**src/rtl/inst_stream_encoder.sv**
```systemverilog
// RV32IM instruction encoder: symbolic ops in, packed instruction words out to the
// instruction-memory write port at sequential addresses, behind one output register.
module inst_stream_encoder #(
    parameter logic [31:0] BASE_ADDR = 32'h0000_0000,
    parameter int          DEPTH     = 1024
) (
    input  logic        clk,
    input  logic        rst_n,
    input  logic        clear,
    input  logic        op_valid,
    output logic        op_ready,
    input  logic [5:0]  op_kind,
    input  logic [4:0]  rd,
    input  logic [4:0]  rs1,
    input  logic [4:0]  rs2,
    input  logic [31:0] imm,
    output logic        inst_valid,
    input  logic        inst_ready,
    output logic [31:0] inst_word,
    output logic [31:0] inst_addr,
    output logic        full,
    output logic        err,
    output logic [1:0]  err_code
);
    localparam int CW = $clog2(DEPTH + 1);

    localparam logic [6:0] OPC_OP     = 7'b0110011;
    localparam logic [6:0] OPC_OP_IMM = 7'b0010011;
    localparam logic [6:0] OPC_LOAD   = 7'b0000011;
    localparam logic [6:0] OPC_STORE  = 7'b0100011;
    localparam logic [6:0] OPC_BRANCH = 7'b1100011;
    localparam logic [6:0] OPC_LUI    = 7'b0110111;
    localparam logic [6:0] OPC_AUIPC  = 7'b0010111;
    localparam logic [6:0] OPC_JAL    = 7'b1101111;
    localparam logic [6:0] OPC_JALR   = 7'b1100111;
    localparam logic [6:0] OPC_SYSTEM = 7'b1110011;

    localparam logic [1:0] ERR_NONE  = 2'b00;
    localparam logic [1:0] ERR_KIND  = 2'b01;
    localparam logic [1:0] ERR_RANGE = 2'b10;
    localparam logic [1:0] ERR_ALIGN = 2'b11;

    logic [CW-1:0] cnt;
    logic [31:0]   enc_word;
    logic [1:0]    enc_err;
    logic [2:0]    f3;
    logic [5:0]    k;
    logic          ok12, ok13, ok21;

    // Sign-extension checks: all bits above the field's sign bit match it.
    assign ok12 = (&imm[31:11]) | ~(|imm[31:11]);
    assign ok13 = (&imm[31:12]) | ~(|imm[31:12]);
    assign ok21 = (&imm[31:20]) | ~(|imm[31:20]);

    always_comb begin
        enc_word = '0;
        enc_err  = ERR_NONE;
        f3       = '0;
        k        = op_kind;
        if (op_kind <= 6'd9) begin
            case (op_kind)
                6'd0, 6'd1: f3 = 3'd0;
                6'd2:       f3 = 3'd1;
                6'd3:       f3 = 3'd2;
                6'd4:       f3 = 3'd3;
                6'd5:       f3 = 3'd4;
                6'd6, 6'd7: f3 = 3'd5;
                6'd8:       f3 = 3'd6;
                default:    f3 = 3'd7;
            endcase
            enc_word = {((op_kind == 6'd1) || (op_kind == 6'd7)) ? 7'b0100000 : 7'b0000000,
                        rs2, rs1, f3, rd, OPC_OP};
        end else if (op_kind <= 6'd17) begin
            k        = op_kind - 6'd10;
            f3       = k[2:0];
            enc_word = {7'b0000001, rs2, rs1, f3, rd, OPC_OP};
        end else if (op_kind <= 6'd23) begin
            case (op_kind)
                6'd18:   f3 = 3'd0;
                6'd19:   f3 = 3'd2;
                6'd20:   f3 = 3'd3;
                6'd21:   f3 = 3'd4;
                6'd22:   f3 = 3'd6;
                default: f3 = 3'd7;
            endcase
            enc_word = {imm[11:0], rs1, f3, rd, OPC_OP_IMM};
            if (!ok12) enc_err = ERR_RANGE;
        end else if (op_kind <= 6'd26) begin
            f3       = (op_kind == 6'd24) ? 3'd1 : 3'd5;
            enc_word = {(op_kind == 6'd26) ? 7'b0100000 : 7'b0000000, imm[4:0], rs1, f3, rd, OPC_OP_IMM};
            if (|imm[31:5]) enc_err = ERR_RANGE;
        end else if (op_kind <= 6'd31) begin
            k        = op_kind - 6'd27;
            f3       = (k[2:0] < 3'd3) ? k[2:0] : k[2:0] + 3'd1;
            enc_word = {imm[11:0], rs1, f3, rd, OPC_LOAD};
            if (!ok12) enc_err = ERR_RANGE;
        end else if (op_kind <= 6'd34) begin
            k        = op_kind - 6'd32;
            f3       = k[2:0];
            enc_word = {imm[11:5], rs2, rs1, f3, imm[4:0], OPC_STORE};
            if (!ok12) enc_err = ERR_RANGE;
        end else if (op_kind <= 6'd40) begin
            // BEQ/BNE map to 000/001, the rest skip the unused 010/011 codes.
            k        = op_kind - 6'd35;
            f3       = (k[2:0] < 3'd2) ? k[2:0] : k[2:0] + 3'd2;
            enc_word = {imm[12], imm[10:5], rs2, rs1, f3, imm[4:1], imm[11], OPC_BRANCH};
            if (!ok13)       enc_err = ERR_RANGE;
            else if (imm[0]) enc_err = ERR_ALIGN;
        end else begin
            case (op_kind)
                6'd41: begin
                    enc_word = {imm[31:12], rd, OPC_LUI};
                    if (|imm[11:0]) enc_err = ERR_RANGE;
                end
                6'd42: begin
                    enc_word = {imm[31:12], rd, OPC_AUIPC};
                    if (|imm[11:0]) enc_err = ERR_RANGE;
                end
                6'd43: begin
                    enc_word = {imm[20], imm[10:1], imm[11], imm[19:12], rd, OPC_JAL};
                    if (!ok21)       enc_err = ERR_RANGE;
                    else if (imm[0]) enc_err = ERR_ALIGN;
                end
                6'd44: begin
                    enc_word = {imm[11:0], rs1, 3'b000, rd, OPC_JALR};
                    if (!ok12) enc_err = ERR_RANGE;
                end
                6'd45: begin
                    enc_word = {imm[11:0], rs1, 3'b001, rd, OPC_SYSTEM};
                    if (|imm[31:12]) enc_err = ERR_RANGE;
                end
                6'd46:   enc_word = 32'h3020_0073;
                default: enc_err  = ERR_KIND;
            endcase
        end
    end

    // cnt counts drained words; adding the held word gives the reserved total.
    assign full      = (32'(cnt) + 32'(inst_valid)) == 32'(DEPTH);
    assign op_ready  = !full && (!inst_valid || inst_ready);
    assign inst_addr = BASE_ADDR + (32'(cnt) << 2);

    always_ff @(posedge clk) begin
        if (!rst_n || clear) begin
            cnt        <= '0;
            inst_valid <= 1'b0;
            inst_word  <= '0;
            err        <= 1'b0;
            err_code   <= ERR_NONE;
        end else begin
            if (inst_valid && inst_ready) begin
                cnt        <= cnt + CW'(1);
                inst_valid <= 1'b0;
            end
            if (op_valid && op_ready) begin
                if (enc_err == ERR_NONE) begin
                    inst_valid <= 1'b1;
                    inst_word  <= enc_word;
                end else begin
                    err <= 1'b1;
                    if (!err) err_code <= enc_err;
                end
            end
        end
    end
endmodule

```
**config.mk**
```make
export PLATFORM = sky130hd
export DESIGN_NAME = inst_stream_encoder
export DESIGN_NICKNAME = d
export VERILOG_FILES = /design/src/rtl/inst_stream_encoder.sv
export SDC_FILE = /design/constraint.sdc
export NUM_CORES = 1
export LEC_CHECK = 0
export CORE_ASPECT_RATIO = 1.1
export CORE_MARGIN = 4
export CORE_UTILIZATION = 46
export DETAILED_ROUTE_END_ITERATION = 6
export PLACE_DENSITY = 0.79
export SKIP_CTS_REPAIR_TIMING = 1
export SLEW_MARGIN = 0
export SYNTH_ARGS = -nofsm -noshare
export SYNTH_HDL_FRONTEND = slang
export SYNTH_SLANG_ARGS = --single-unit
```
**constraint.sdc**
```tcl
create_clock -name clk -period 4.3 [get_ports clk]
set_input_delay 1.29 -clock clk [delete_from_list [all_inputs] [get_ports clk]]
set_output_delay 1.29 -clock clk [all_outputs]
set_load 0.01 [all_outputs]
```
== Yosys cells after proc, flatten, opt, wreduce, memory -nomap -nowiden ==
Memories as Yosys holds them, arrays and structs flattened.
Cells that the tools add are included.
Storage, ports and cells
  memories kept: 1
  latch bits: 0
  memory bits (read-only): 48
  memory bits (writable): 0
  flip-flop bits (word level): 47
Memories
  (no name shown): words 16, width 3, read ports 1, clocked after Yosys merged registers in 0, wr ports 0, line 61  | case (op_kind)
Operators by class
  $add $sub $neg: 8
  bitwise logic cells: 8
  reductions and logical operators: 23
  multipliers: 0
  equality and inequality tests: 16
  div/mod/pow operators: 0
  shift operators: 0
  $lt $le $gt $ge: 9
  multiplexer cells: 33
Operators with widths (count)
  2-to-1 mux 32 bit: 7
  one-hot mux 32 bit (6 select lines): 1
  equality test 6 x 5 -> 1 bit, second input constant: 7
  equality test 6 bit, second input constant: 6
  2-to-1 mux 2 bit: 14
  OR reduction 27 bit: 1
  <= comparator 6 x 5 -> 1 bit, second input constant: 4
  OR reduction 12 bit: 2
  AND reduction 21 bit: 1
  OR reduction 21 bit: 1
  AND reduction 20 bit: 1
  OR reduction 20 bit: 1
  one-hot mux 3 bit (5 select lines): 1
  adder 11 x 1 -> 12 bit: 1
  equality test 12 x 11 -> 1 bit, second input constant: 1
  <= comparator 6 bit, second input constant: 2
  2-to-1 mux 3 bit: 4
  2-to-1 mux 6 bit: 2
  AND reduction 12 bit: 1
  adder 11 x 1 -> 11 bit, second input constant: 1
  one-hot mux 2 bit (5 select lines): 1
  subtractor 3 x 2 -> 3 bit, second input constant: 3
  equality test 6 x 1 -> 1 bit, second input constant: 1
  equality test 6 x 3 -> 1 bit, second input constant: 1
  15 further kinds: 32

== Logic depth before layout (Yosys ltp) ==
  word-level depth: 15
  mapped depth: 14
  depth with buffers taken out: 10

== Least setup slack after synthesis ==
Ideal clock, no wire load.
  kind: input port to flip-flop
  from: input op_kind[2]
  to: register inst_word[2]
  setup time: 0.070 ns
  path buffers: 3
  stages on the path: 12
  path slack: 0.335 ns
  data required time: 4.230 ns
  data arrival time: 3.895 ns
  path through: buf_1 -> buf_1 -> inv_1 -> ha_1 -> a31o_2 -> a21oi_2 -> o221ai_2 -> o21a_1 -> a211o_1 -> buf_6 -> or4_1 -> a21oi_1
Between the ends
  cells in the longest elaborated chain, start to end: 12
  elaborated cells between the ends (all ways): 32
  those cells by class: order compare: 7; eq/ne: 6; mux: 16; reduce/logical: 3
RTL lines
  start: declaration: line 12  | input logic [5:0] op_kind,
  equality test 6 bit: line 110  | case (op_kind)
  OR reduction 2 bit (no source line)
  one-hot mux 2 bit (5 select lines): line 110
  2-to-1 mux 2 bit: line 102  | end else if (op_kind <= 6'd40) begin
  2-to-1 mux 2 bit: line 97  | end else if (op_kind <= 6'd34) begin
  2-to-1 mux 2 bit: line 92  | end else if (op_kind <= 6'd31) begin
  2-to-1 mux 2 bit: line 88  | end else if (op_kind <= 6'd26) begin
  2-to-1 mux 2 bit: line 77  | end else if (op_kind <= 6'd23) begin
  2-to-1 mux 2 bit: line 73  | end else if (op_kind <= 6'd17) begin
  2-to-1 mux 2 bit: line 60  | if (op_kind <= 6'd9) begin
  logical NOT 2 bit: line 156  | if (enc_err == ERR_NONE) begin
  AND reduction 2 bit (no source line)
  end signal: assignment: line 158  | inst_word <= enc_word;
  end: declaration: line 19  | output logic [31:0] inst_word,
Several ways; a longest one is shown, not always the timed one.
A chain may end at the register's enable or synchronous reset.

== Worst setup path after layout ==
  from: register cnt[0]
  to: output op_ready
Between the ends
  cells in the longest elaborated chain, start to end: 4
RTL lines
  start: declaration: line 43  | logic [CW-1:0] cnt;
  start signal: assignment: line 152  | cnt <= cnt + CW'(1);
  adder 11 x 1 -> 12 bit: line 139  | assign full = (32'(cnt) + 32'(inst_valid)) == 32'(DEPTH);
  equality test 12 x 11 -> 1 bit: line 139
  logical NOT 1 bit: line 140  | assign op_ready = !full && (!inst_valid || inst_ready);
  logical AND 1 bit: line 140
  end: declaration: line 11  | output logic op_ready,
Every way passes these cells.

==> results_dict.tcl <==
set metrics [dict create \
    cts_made_buffers 5 \
    synth_area_um2 3670 \
    crit_type "reg -> out" \
    synth_compound_area_share_pct 34.16 \
    synth_seq_cells 46 \
    cts_buffer_depth 2 \
    io_buffers 106 \
    synth.area.top_cells "dfxtp_1, a21oi_1, buf_4" \
    rr_worst_depth 11 \
    period_needed_ns 4.106 \
    setup_viol 0 \
    antenna_found_initial 0 \
    grt_pass1_vias 4124 \
    rsz0062_at_grt "no" \
    layout.nets 679 \
    leakagePower_nw 1.873 \
    finalMaxSlewViolations 0 \
    firstDrtPassIters 5 \
    crit_fanout 5 \
    clk_pin_slew_ns 0.09 \
    status "complete, no violations" \
    synth-async-reset-ratio_pct 0 \
    crit_required_ns 3.01 \
    setup_tns_ns 0 \
    rows 33 \
    synth-simple-area-share_pct 20.90 \
    final-hold-violation-count 0 \
    insertion_delay_ns 0.30 \
    grt_start_max_net_pins 39 \
    drt_iter0_markers 301 \
    worstReg2RegStart "cnt[0]" \
    grt_use_total_pct 28.31 \
    ctsHtreeMaxLevel 2 \
    ys.flop_type "dfxtp_1" \
    synth.most_common_cell "a21oi_1" \
    pin_count 128 \
    viasPerCell 6.073 \
    synthTopCellsByCount "a21oi_1, dfxtp_1, nor2_1" \
    min_path_cells 2 \
    core-area_um2 7597 \
    ys_warn_count 0 \
    synth_area_leader_cell "dfxtp_1" \
    crit_path_start "cnt[0]" \
    vdd_drop_max_v 0.0001235 \
    dp_slack_ns 0.1416 \
    drtAntennaViolNets 0 \
    rrSetupSlack_ns 1.41 \
    clock-skew-final_ns 0.01258 \
    r2r_end "inst_word[24]" \
    postRouteWirelength_mm 13.50 \
    max_slew_margin_pct 59.08 \
    fmax_mhz 243.6 \
    synth_mux_area_share_pct 1.398 \
    ctsRootBufferMaster "clkbuf_8" \
    grt_pass1_wl_mm 21.36 \
    crit_end "op_ready" \
    cts_tree "yes" \
    critical_path_arrival_ns 2.82 \
    maxCapViolCount 0 \
    yosysSeqAreaShare_pct 25.09 \
    endpoint_kind "output port" \
    dp_hpwl_mm 10.76 \
    area_delta_synth_final_pct 36.72 \
    finalCritPeriodShare_pct 95.49 \
    fin_ws_ns 0.1941 \
    wl_per_cell_um 18.91 \
    ys_types 68 \
    dieArea_um2 9472 \
    syn_area_per_cell_um2 7.489 \
    tightestPinTransition_ns 0.6126 \
    synthCells 490 \
    grt-ovfl-total 0 \
    start_kind "flop" \
    drc 0 \
    start_util_pct 48.30 \
    synth_fa_ha_area_share_pct 4.091 \
    die_w_um 93.16 \
    drive_gt1_share_pct 10.84 \
    synth_enable_flop_cells 0 \
    gp_congestion 1.031 \
    chipHeight_um 101.7 \
    yosys.area_share.xor_xnor_pct 3.341 \
    fillers 712 \
    power-per-cell-area_nw_per_um2 209.2 \
    vias 4336 \
    holdCritPathClass "reg -> reg" \
    hold_ws_ns 0.4642 \
    synth_top_family_by_area "compound AO/OA/AOI/OAI gates" \
    clock_sinks 46 \
    diodes 0 \
    yosysTopAreaCellShare_pct 25.09 \
]
==> state kept, by name, indices dropped and copies added, names as in the netlist <==
| signal | count |
|---|---|
| inst_word | 31 |
| err_code | 2 |
| inst_valid | 1 |
| err | 1 |
| cnt | 11 |
==> worst max-delay path, stage by stage (launching register included) <==
cell             delay (ns)
dfxtp_1                0.37
ha_1                   0.24
ha_1                   0.22
and3_1                 0.21
a2111oi_1              0.45
a41oi_1                0.11
nor3_1                 0.30
nor2b_1                0.11
clkdlybuf4s50_1        0.49
==> where the power goes <==
part | total [W] | switching (W) | internal (W)
Sequential | 0.000442 | 0.00000610 | 0.000436
Clock | 0.000258 | 0.000146 | 0.000112
Combinational | 0.000350 | 0.000191 | 0.000159
==> worst min-delay path by stage <==
stage                              from             to  slack, ns
after detailed placement  inst_word[31]  inst_word[31]       0.46
after global routing      inst_word[20]  inst_word[20]       0.49
after global placement    inst_word[20]  inst_word[20]       0.45
after CTS                 inst_word[31]  inst_word[31]       0.47
final                     inst_word[20]  inst_word[20]       0.46
after floorplan           inst_word[20]  inst_word[20]       0.48
==> layer usage <==
layer / routed length (um) / global-route usage, % / vias up
li1: - / - / 2037
met4: 214 / 6.764 / 0
met2: 6473 / 48.42 / 229
met1: 5534 / 37.06 / 2054
met5: 0 / 0 / -
met3: 1276 / 5.201 / 16
==> per-stage QoR <==
step	power, W	std cells	util [%]	area (um^2)
4_1_cts	0.001043	714	66.02	5016
3_5_place_dp	0.0007932	707	64.97	4936
2_1_floorplan	0.0006433	510	-	3745
6_report	0.001050	714	66.04	5017
5_1_grt	0.001094	714	66.04	5017
3_3_place_gp	0.0007908	707	64.97	4936
==> cell usage in the layout, fill, tap and decap left out, drive strengths merged, types with 4 or more instances in the layout <==
master / synthesis / final
a31o: 5 / 5
and2: 6 / 6
o221ai: 4 / 4
nand3: 17 / 17
nand2: 33 / 33
nor2: 43 / 43
o211ai: 8 / 8
nor2b: 5 / 5
inv: 16 / 16
clkbuf: 17 / 6
nand4: 10 / 10
buf: 40 / 43
nor3: 11 / 11
nor4: 10 / 10
a22oi: 10 / 10
mux2i: 4 / 4
a32oi: 6 / 6
a31oi: 8 / 8
o21a: 7 / 7
o22ai: 4 / 4
o21ai: 26 / 26
and3: 5 / 5
a211oi: 23 / 23
ha: 12 / 12
dfxtp: 46 / 46
conb: 1 / 21
clkdlybuf4s50: 0 / 106
a21oi: 48 / 48
xnor2: 6 / 6
xor2: 8 / 8
nand2b: 5 / 5
==> cell type report <==
class / count / area [um^2] / area share, %
inverter: 17 / 63.81 / 1.272
sequential: 46 / 920.9 / 18.35
clock buffer: 6 / 72.57 / 1.446
clock inverter: 1 / 7.507 / 0.1496
tap: 105 / 131.4 / 2.618
multi-input combinational: 390 / 2425 / 48.33
timing repair buffer: 149 / 1396 / 27.83
==> cells by family (layout without fill, tap and decap cells) <==
| group | Yosys count | count (layout) |
|---|---|---|
| compound gates | 183 | 183 |
| simple gates | 155 | 155 |
| buf+inv | 74 | 173 |
| flops | 46 | 46 |
| xor+xnor | 14 | 14 |
| fa+ha+maj | 12 | 12 |
| mux | 5 | 5 |
| other cells | 1 | 21 |
No activity file was read; power rests on OpenSTA's default activity.
